==> config.mk <==
export PLATFORM = sky130hd
export DESIGN_NAME = rom_port_arbiter
export DESIGN_NICKNAME = d
export VERILOG_FILES = /design/src/rtl/rom_pkg.sv /design/src/rtl/rom_arb_priority.sv /design/src/rtl/rom_port_arbiter.sv
export SDC_FILE = /design/constraint.sdc
export NUM_CORES = 1
export LEC_CHECK = 0
export ABC_CLOCK_PERIOD_IN_PS = 2500
export BUFFER_PORTS_ARGS = -buffer_cell sky130_fd_sc_hd__buf_2
export CORE_AREA = 2 2 71 73
export DETAILED_ROUTE_END_ITERATION = 8
export DIE_AREA = 0 0 73 75
export GPL_TIMING_DRIVEN = 0
export PLACE_DENSITY_LB_ADDON = 0.1
export REMOVE_ABC_BUFFERS = 1
export SYNTH_ARGS = -nofsm -noshare
export SYNTH_HDL_FRONTEND = slang
export SYNTH_SLANG_ARGS = --single-unit
==> constraint.sdc <==
create_clock -name clk -period 2.5 [get_ports clk]
set_input_delay 0.375 -clock clk [delete_from_list [all_inputs] [get_ports clk]]
set_output_delay 0.375 -clock clk [all_outputs]
set_load 0.02 [all_outputs]
==> src/rtl/rom_pkg.sv <==
// Shared boot-ROM constants, response-owner encoding
// and the address range/alignment check.
package rom_pkg;

  localparam logic [31:0] ROM_BASE = 32'hBFC0_0000;
  localparam int          ROM_AW   = 12;

  typedef enum logic [1:0] {
    OWN_NONE = 2'd0,
    OWN_IF   = 2'd1,
    OWN_LD   = 2'd2
  } resp_owner_t;

  // Address hits the window above bit aw and is word aligned.
  function automatic logic rom_addr_ok(
    input logic [31:0] addr,
    input logic [31:0] base = ROM_BASE,
    input int unsigned aw   = ROM_AW
  );
    logic [31:0] mask;
    mask = ~((32'd1 << aw) - 32'd1);
    return (((addr ^ base) & mask) == 32'd0) &&
           (addr[1:0] == 2'b00);
  endfunction

endpackage

==> src/rtl/rom_arb_priority.sv <==
// Grant selection between fetch and load, with a bounded
// load streak so a waiting fetch is never starved.
module rom_arb_priority #(
  parameter int MAX_LD_STREAK = 3
) (
  input  logic clk,
  input  logic rst,
  input  logic if_req,
  input  logic ld_req,
  output logic if_gnt,
  output logic ld_gnt
);

  localparam int SW = $clog2(MAX_LD_STREAK + 1);
  localparam logic [SW-1:0] STREAK_MAX = SW'(MAX_LD_STREAK);

  logic [SW-1:0] r_streak;
  logic          w_ld_win;

  // Load wins a contended cycle until the streak limit is hit.
  always_comb begin
    w_ld_win = (r_streak < STREAK_MAX);
    if_gnt   = 1'b0;
    ld_gnt   = 1'b0;
    if (!rst) begin
      unique case (1'b1)
        (ld_req && !if_req): ld_gnt = 1'b1;
        (if_req && !ld_req): if_gnt = 1'b1;
        (ld_req && if_req): begin
          ld_gnt = w_ld_win;
          if_gnt = !w_ld_win;
        end
        default: ;
      endcase
    end
  end

  // Count loads granted over a waiting fetch; any other cycle clears.
  always_ff @(posedge clk) begin
    if (rst) begin
      r_streak <= '0;
    end else if (ld_gnt && if_req) begin
      if (r_streak != STREAK_MAX)
        r_streak <= r_streak + 1'b1;
    end else begin
      r_streak <= '0;
    end
  end

endmodule

==> src/rtl/rom_port_arbiter.sv <==
// Boot-ROM read port shared by fetch and load; one-cycle
// tagged responses with range/alignment faults.
module rom_port_arbiter #(
  parameter int          ADDRESS_WIDTH = 32,
  parameter int          DATA_WIDTH    = 32,
  parameter logic [31:0] ROM_BASE      = 32'hBFC0_0000,
  parameter int          ROM_AW        = 12,
  parameter int          MAX_LD_STREAK = 3
) (
  input  logic                     clk,
  input  logic                     rst,
  input  logic                     if_req,
  input  logic [ADDRESS_WIDTH-1:0] if_addr,
  input  logic                     if_flush,
  output logic                     if_gnt,
  output logic                     if_rvalid,
  output logic [DATA_WIDTH-1:0]    if_rdata,
  output logic                     if_fault,
  input  logic                     ld_req,
  input  logic [ADDRESS_WIDTH-1:0] ld_addr,
  output logic                     ld_gnt,
  output logic                     ld_rvalid,
  output logic [DATA_WIDTH-1:0]    ld_rdata,
  output logic                     ld_fault,
  output logic                     rom_en,
  output logic [ROM_AW-3:0]        rom_addr,
  input  logic [DATA_WIDTH-1:0]    rom_rdata
);

  import rom_pkg::*;

  logic        w_if_gnt;
  logic        w_ld_gnt;
  logic        w_if_ok;
  logic        w_ld_ok;
  resp_owner_t w_owner_nxt;
  logic        w_fault_nxt;
  resp_owner_t r_owner;
  logic        r_fault;
  logic        w_if_own;
  logic        w_ld_own;

  rom_arb_priority #(
    .MAX_LD_STREAK(MAX_LD_STREAK)
  ) u_prio (
    .clk   (clk),
    .rst   (rst),
    .if_req(if_req),
    .ld_req(ld_req),
    .if_gnt(w_if_gnt),
    .ld_gnt(w_ld_gnt)
  );

  assign if_gnt  = w_if_gnt;
  assign ld_gnt  = w_ld_gnt;
  assign w_if_ok = rom_addr_ok(if_addr, ROM_BASE, ROM_AW);
  assign w_ld_ok = rom_addr_ok(ld_addr, ROM_BASE, ROM_AW);

  // Route the granted address to the ROM and stage the response tag.
  always_comb begin
    w_owner_nxt = OWN_NONE;
    w_fault_nxt = 1'b0;
    rom_en      = 1'b0;
    rom_addr    = '0;
    unique case (1'b1)
      w_if_gnt: begin
        w_owner_nxt = OWN_IF;
        w_fault_nxt = !w_if_ok;
        rom_en      = w_if_ok;
        if (w_if_ok)
          rom_addr = if_addr[ROM_AW-1:2];
      end
      w_ld_gnt: begin
        w_owner_nxt = OWN_LD;
        w_fault_nxt = !w_ld_ok;
        rom_en      = w_ld_ok;
        if (w_ld_ok)
          rom_addr = ld_addr[ROM_AW-1:2];
      end
      default: ;
    endcase
  end

  // Response tag register, lined up with the ROM read latency.
  always_ff @(posedge clk) begin
    if (rst) begin
      r_owner <= OWN_NONE;
      r_fault <= 1'b0;
    end else begin
      r_owner <= w_owner_nxt;
      r_fault <= w_fault_nxt;
    end
  end

  // Steer the response to its owner; reset discards a pending one.
  always_comb begin
    w_if_own  = (r_owner == OWN_IF) && !rst;
    w_ld_own  = (r_owner == OWN_LD) && !rst;
    if_rvalid = w_if_own && !if_flush;
    if_fault  = w_if_own && r_fault && !if_flush;
    if_rdata  = (w_if_own && !r_fault) ? rom_rdata : '0;
    ld_rvalid = w_ld_own;
    ld_fault  = w_ld_own && r_fault;
    ld_rdata  = (w_ld_own && !r_fault) ? rom_rdata : '0;
  end

endmodule

==> run_results.csv <==
group,metric,value,unit
pwr,p_comb_share,42.2,%
pwr,p_int,282,uW
synthesis,synthMostInstantiatedCell,"and2_1",
place,place_congestion,0.747,
pwr,power.leakage,1.23,nW
layout,seq_area,100,um2
floorplan,rows,25,
floorplan,coreArea,4660,um2
clock_network,htree_levels,1,
synthesis,synth_edf_count,0,
critical_path,endpoint_kind,"output pin",
critical_path,cp_slowest_cell,"or4b_4",
pwr,sw_frac_of_total,29.8,%
place,dpl_cell_area,1960,um2
timing,holdWs,0.380,ns
timing,hold_viol,0,
floorplan,initial_core_util,22.1,%
drt,drc,0,
floorplan,io_pins,182,
pwr,switchingPower,120,uW
pwr,power_density,199,nW/um2
timing,fin_crit,2.40,ns
timing,finalCritPeriodShare,95.9,%
drt,wl_per_cell,11.9,um
synthesis,synthArstFlopShare,0,%
layout,synthToLayoutAreaGrowth,95.5,%
synthesis,yosysTopAreaCell,"and2_1",
critical_path,startpoint_type,"input pin",
layout,multi_input_comb_area,892,um2
hold_path,hp-class,"input pin to register",
synthesis,synthTopCellsByArea,"and2_1 40%, o22ai_2 12%, dfxtp_1 9.7%",
clock_network,cts_resized,0,
critical_path,arrival,2.02,ns
place,dp_hpwl,3.96,mm
status,outcome,"finished clean",
clock_network,cts_root_buf,"clkbuf_8",
layout,nets,425,
clock_network,path_clk_slew,0.03,ns
critical_path,cpMostUsedCell,"buf_2",
critical_path,ff2ff_path_depth,4,
pwr,ir_drop,135,uV
critical_path,critical_path.endpoint,"rom_addr[1]",
floorplan,die_x,73,um
global_route,grt_max_degree,33,
clock_network,cts_buffer_depth,2,
clock_network,post_cts_buffers,0,
timing,tns,0,ns
pwr,p_seq_share,21.6,%
timing,setup_ws,0.104,ns
timing,slew_viol_final,0,
synthesis,synth.distinct_cells,26,
layout,drive_gt1_share,63.4,%
global_route,grt_pass1_wl,6.34,mm
critical_path,worstPathCellList,"buf_2, or4b_4, nor3_2, nand4_2, o22ai_2, buf_2",
critical_path,cp-startpoint,"if_addr[18]",
clock_network,cts-hold-fix-buffers,0,
timing,clock_skew,0.00195,ns
clock_network,cts_sinks,5,
critical_path,timing.rr.start,"u_prio.r_streak[0]$_SDFFE_PP0N_",
clock_network,numCtsBuffers,3,
drt,first_iter_violations,18,
place,placed_cells,372,
global_route,grt_pass1_vias,1400,
synthesis,yosysWarnings,0,
synthesis,ys_seq_area_share,9.70,%
run,max_cap_viol_count,0,
pwr,clockPowerShare,36.1,%
global_route,grt_use_total,14.5,%
synthesis,synth.top_cell.area_share,40.0,%
critical_path,path_max_fanout,12,
timing,setup_viol,0,
layout,num_antenna_cells,0,
synthesis,syn_inst,147,
floorplan,fp.dieH,75,um
layout,final_area,2020,um2
timing,tightest_slew,0.584,ns
clock_network,clk_latency,0.22,ns
drt,routed_wl,4.47,mm
drt,num_vias,1612,
layout,final_cells,376,
critical_path,slowest_delay,0.53,ns
synthesis,ys_seq_elements,5,
floorplan,dieArea,5480,um2
synthesis,avgSynthCellArea,7.02,um2
drt,ant_nets,0,
layout,nFillCells,512,
timing,slew_headroom,61.1,%
critical_path,crit_type,"input pin to output pin",
place,pre_cts_slack,0.0759,ns
drt,viasPerCell,4.29,
timing,rsz0062_at_grt,"false",
drt,dr.pass1.iters,3,
place,portBuffers,181,
critical_path,rrSetupSlack,1.12,ns
global_route,antenna_found_initial,0,
global_route,grt_overflow_total,0,
clock_network,cts_tree,"built",
pwr,power,402,uW
critical_path,worst_r2r_endpoint,"r_fault$_SDFF_PP0_",
timing,max_freq,0.417,GHz
synthesis,yosys-top-cells-count,"66 x and2_1, 21 x nand2_1, 10 x o22ai_2",
synthesis,syn_area,1030,um2
synthesis,synthFlopType,"dfxtp_1",
critical_path,critPathRequiredTime,2.12,ns
layout,fin_util,43.3,%
==> final cells by class <==
cell class                      instances  area share (%)
Inverter                                2           0.372
Clock buffer                            4            2.23
Tap cell                               54            3.35
Multi-Input combinational cell        130            44.2
Timing Repair Buffer                  181            44.9
Sequential cell                         5            4.96
==> worst max-delay path: cells and delay by family <==
kind | cells | cell delay [ns]
AND/OR/NAND/NOR | 3 | 1.05
buffers and inverters | 2 | 0.31
AO/OA/AOI/OAI | 1 | 0.30
==> power groups by stage <==
| stage | registers, mW | logic, mW | clock network (mW) |
|---|---|---|---|
| 5_1_grt | 0.0875 | 0.187 | 0.156 |
| 3_5_place_dp | 0.0873 | 0.170 | 0 |
| 4_1_cts | 0.0862 | 0.171 | 0.150 |
| 6_report | 0.0870 | 0.170 | 0.145 |
| 2_1_floorplan | 0.0865 | 0.0661 | 0 |
| 3_3_place_gp | 0.0869 | 0.168 | 0 |
==> cell usage in the layout, fill, tap and decap left out, types with 2 or more instances in the layout <==
master | synthesis | layout
inv_1 | 2 | 2
or4bb_1 | 2 | 2
nor4_1 | 2 | 2
nand2_1 | 21 | 21
and2_1 | 66 | 66
nand4_1 | 2 | 2
nor4bb_1 | 2 | 2
nor2_1 | 5 | 4
o22ai_2 | 10 | 10
nor3_2 | 2 | 2
clkbuf_8 | 0 | 3
nand4_2 | 2 | 2
dfxtp_1 | 5 | 5
nor2b_1 | 5 | 3
buf_2 | 1 | 181
==> cells by family (layout without fill, tap and decap cells) <==
logic type / Yosys count / count (layout) / share of synthesized area (%)
buf+inv: 12 / 187 / 5.94
compound gates: 14 / 14 / 14.7
flops: 5 / 5 / 9.70
fa+ha+maj: 1 / 1 / 1.21
simple gates: 115 / 115 / 68.5
==> state kept, by name, summed over array words and instances (netlist names) <==
register	flops
r_owner	2
u_prio.r_streak	2
r_fault	1
==> metal layers <==
| metal | routed length [um] | track usage (%) |
|---|---|---|
| met1 | 1660 | 15.7 |
| met4 | 0 | 1.23 |
| met5 | 0 | 0 |
| met2 | 2400 | 30.6 |
| met3 | 412 | 1.87 |
==> how the worst min path moves through the flow <==
stage / start / cells after the start / slack, ns / endpoint
2_1_floorplan: u_prio.r_streak[0]$_SDFFE_PP0N_ / 1 / 0.40 / u_prio.r_streak[0]$_SDFFE_PP0N_
3_3_place_gp: u_prio.r_streak[0]$_SDFFE_PP0N_ / 1 / 0.42 / u_prio.r_streak[0]$_SDFFE_PP0N_
3_5_place_dp: u_prio.r_streak[0]$_SDFFE_PP0N_ / 1 / 0.41 / u_prio.r_streak[0]$_SDFFE_PP0N_
4_1_cts: if_req / 2 / 0.36 / r_owner[1]$_SDFF_PP0_
5_1_grt: if_req / 2 / 0.39 / r_owner[1]$_SDFF_PP0_
6_report: if_req / 2 / 0.38 / r_owner[1]$_SDFF_PP0_
(Power assumes the default switching activity.)
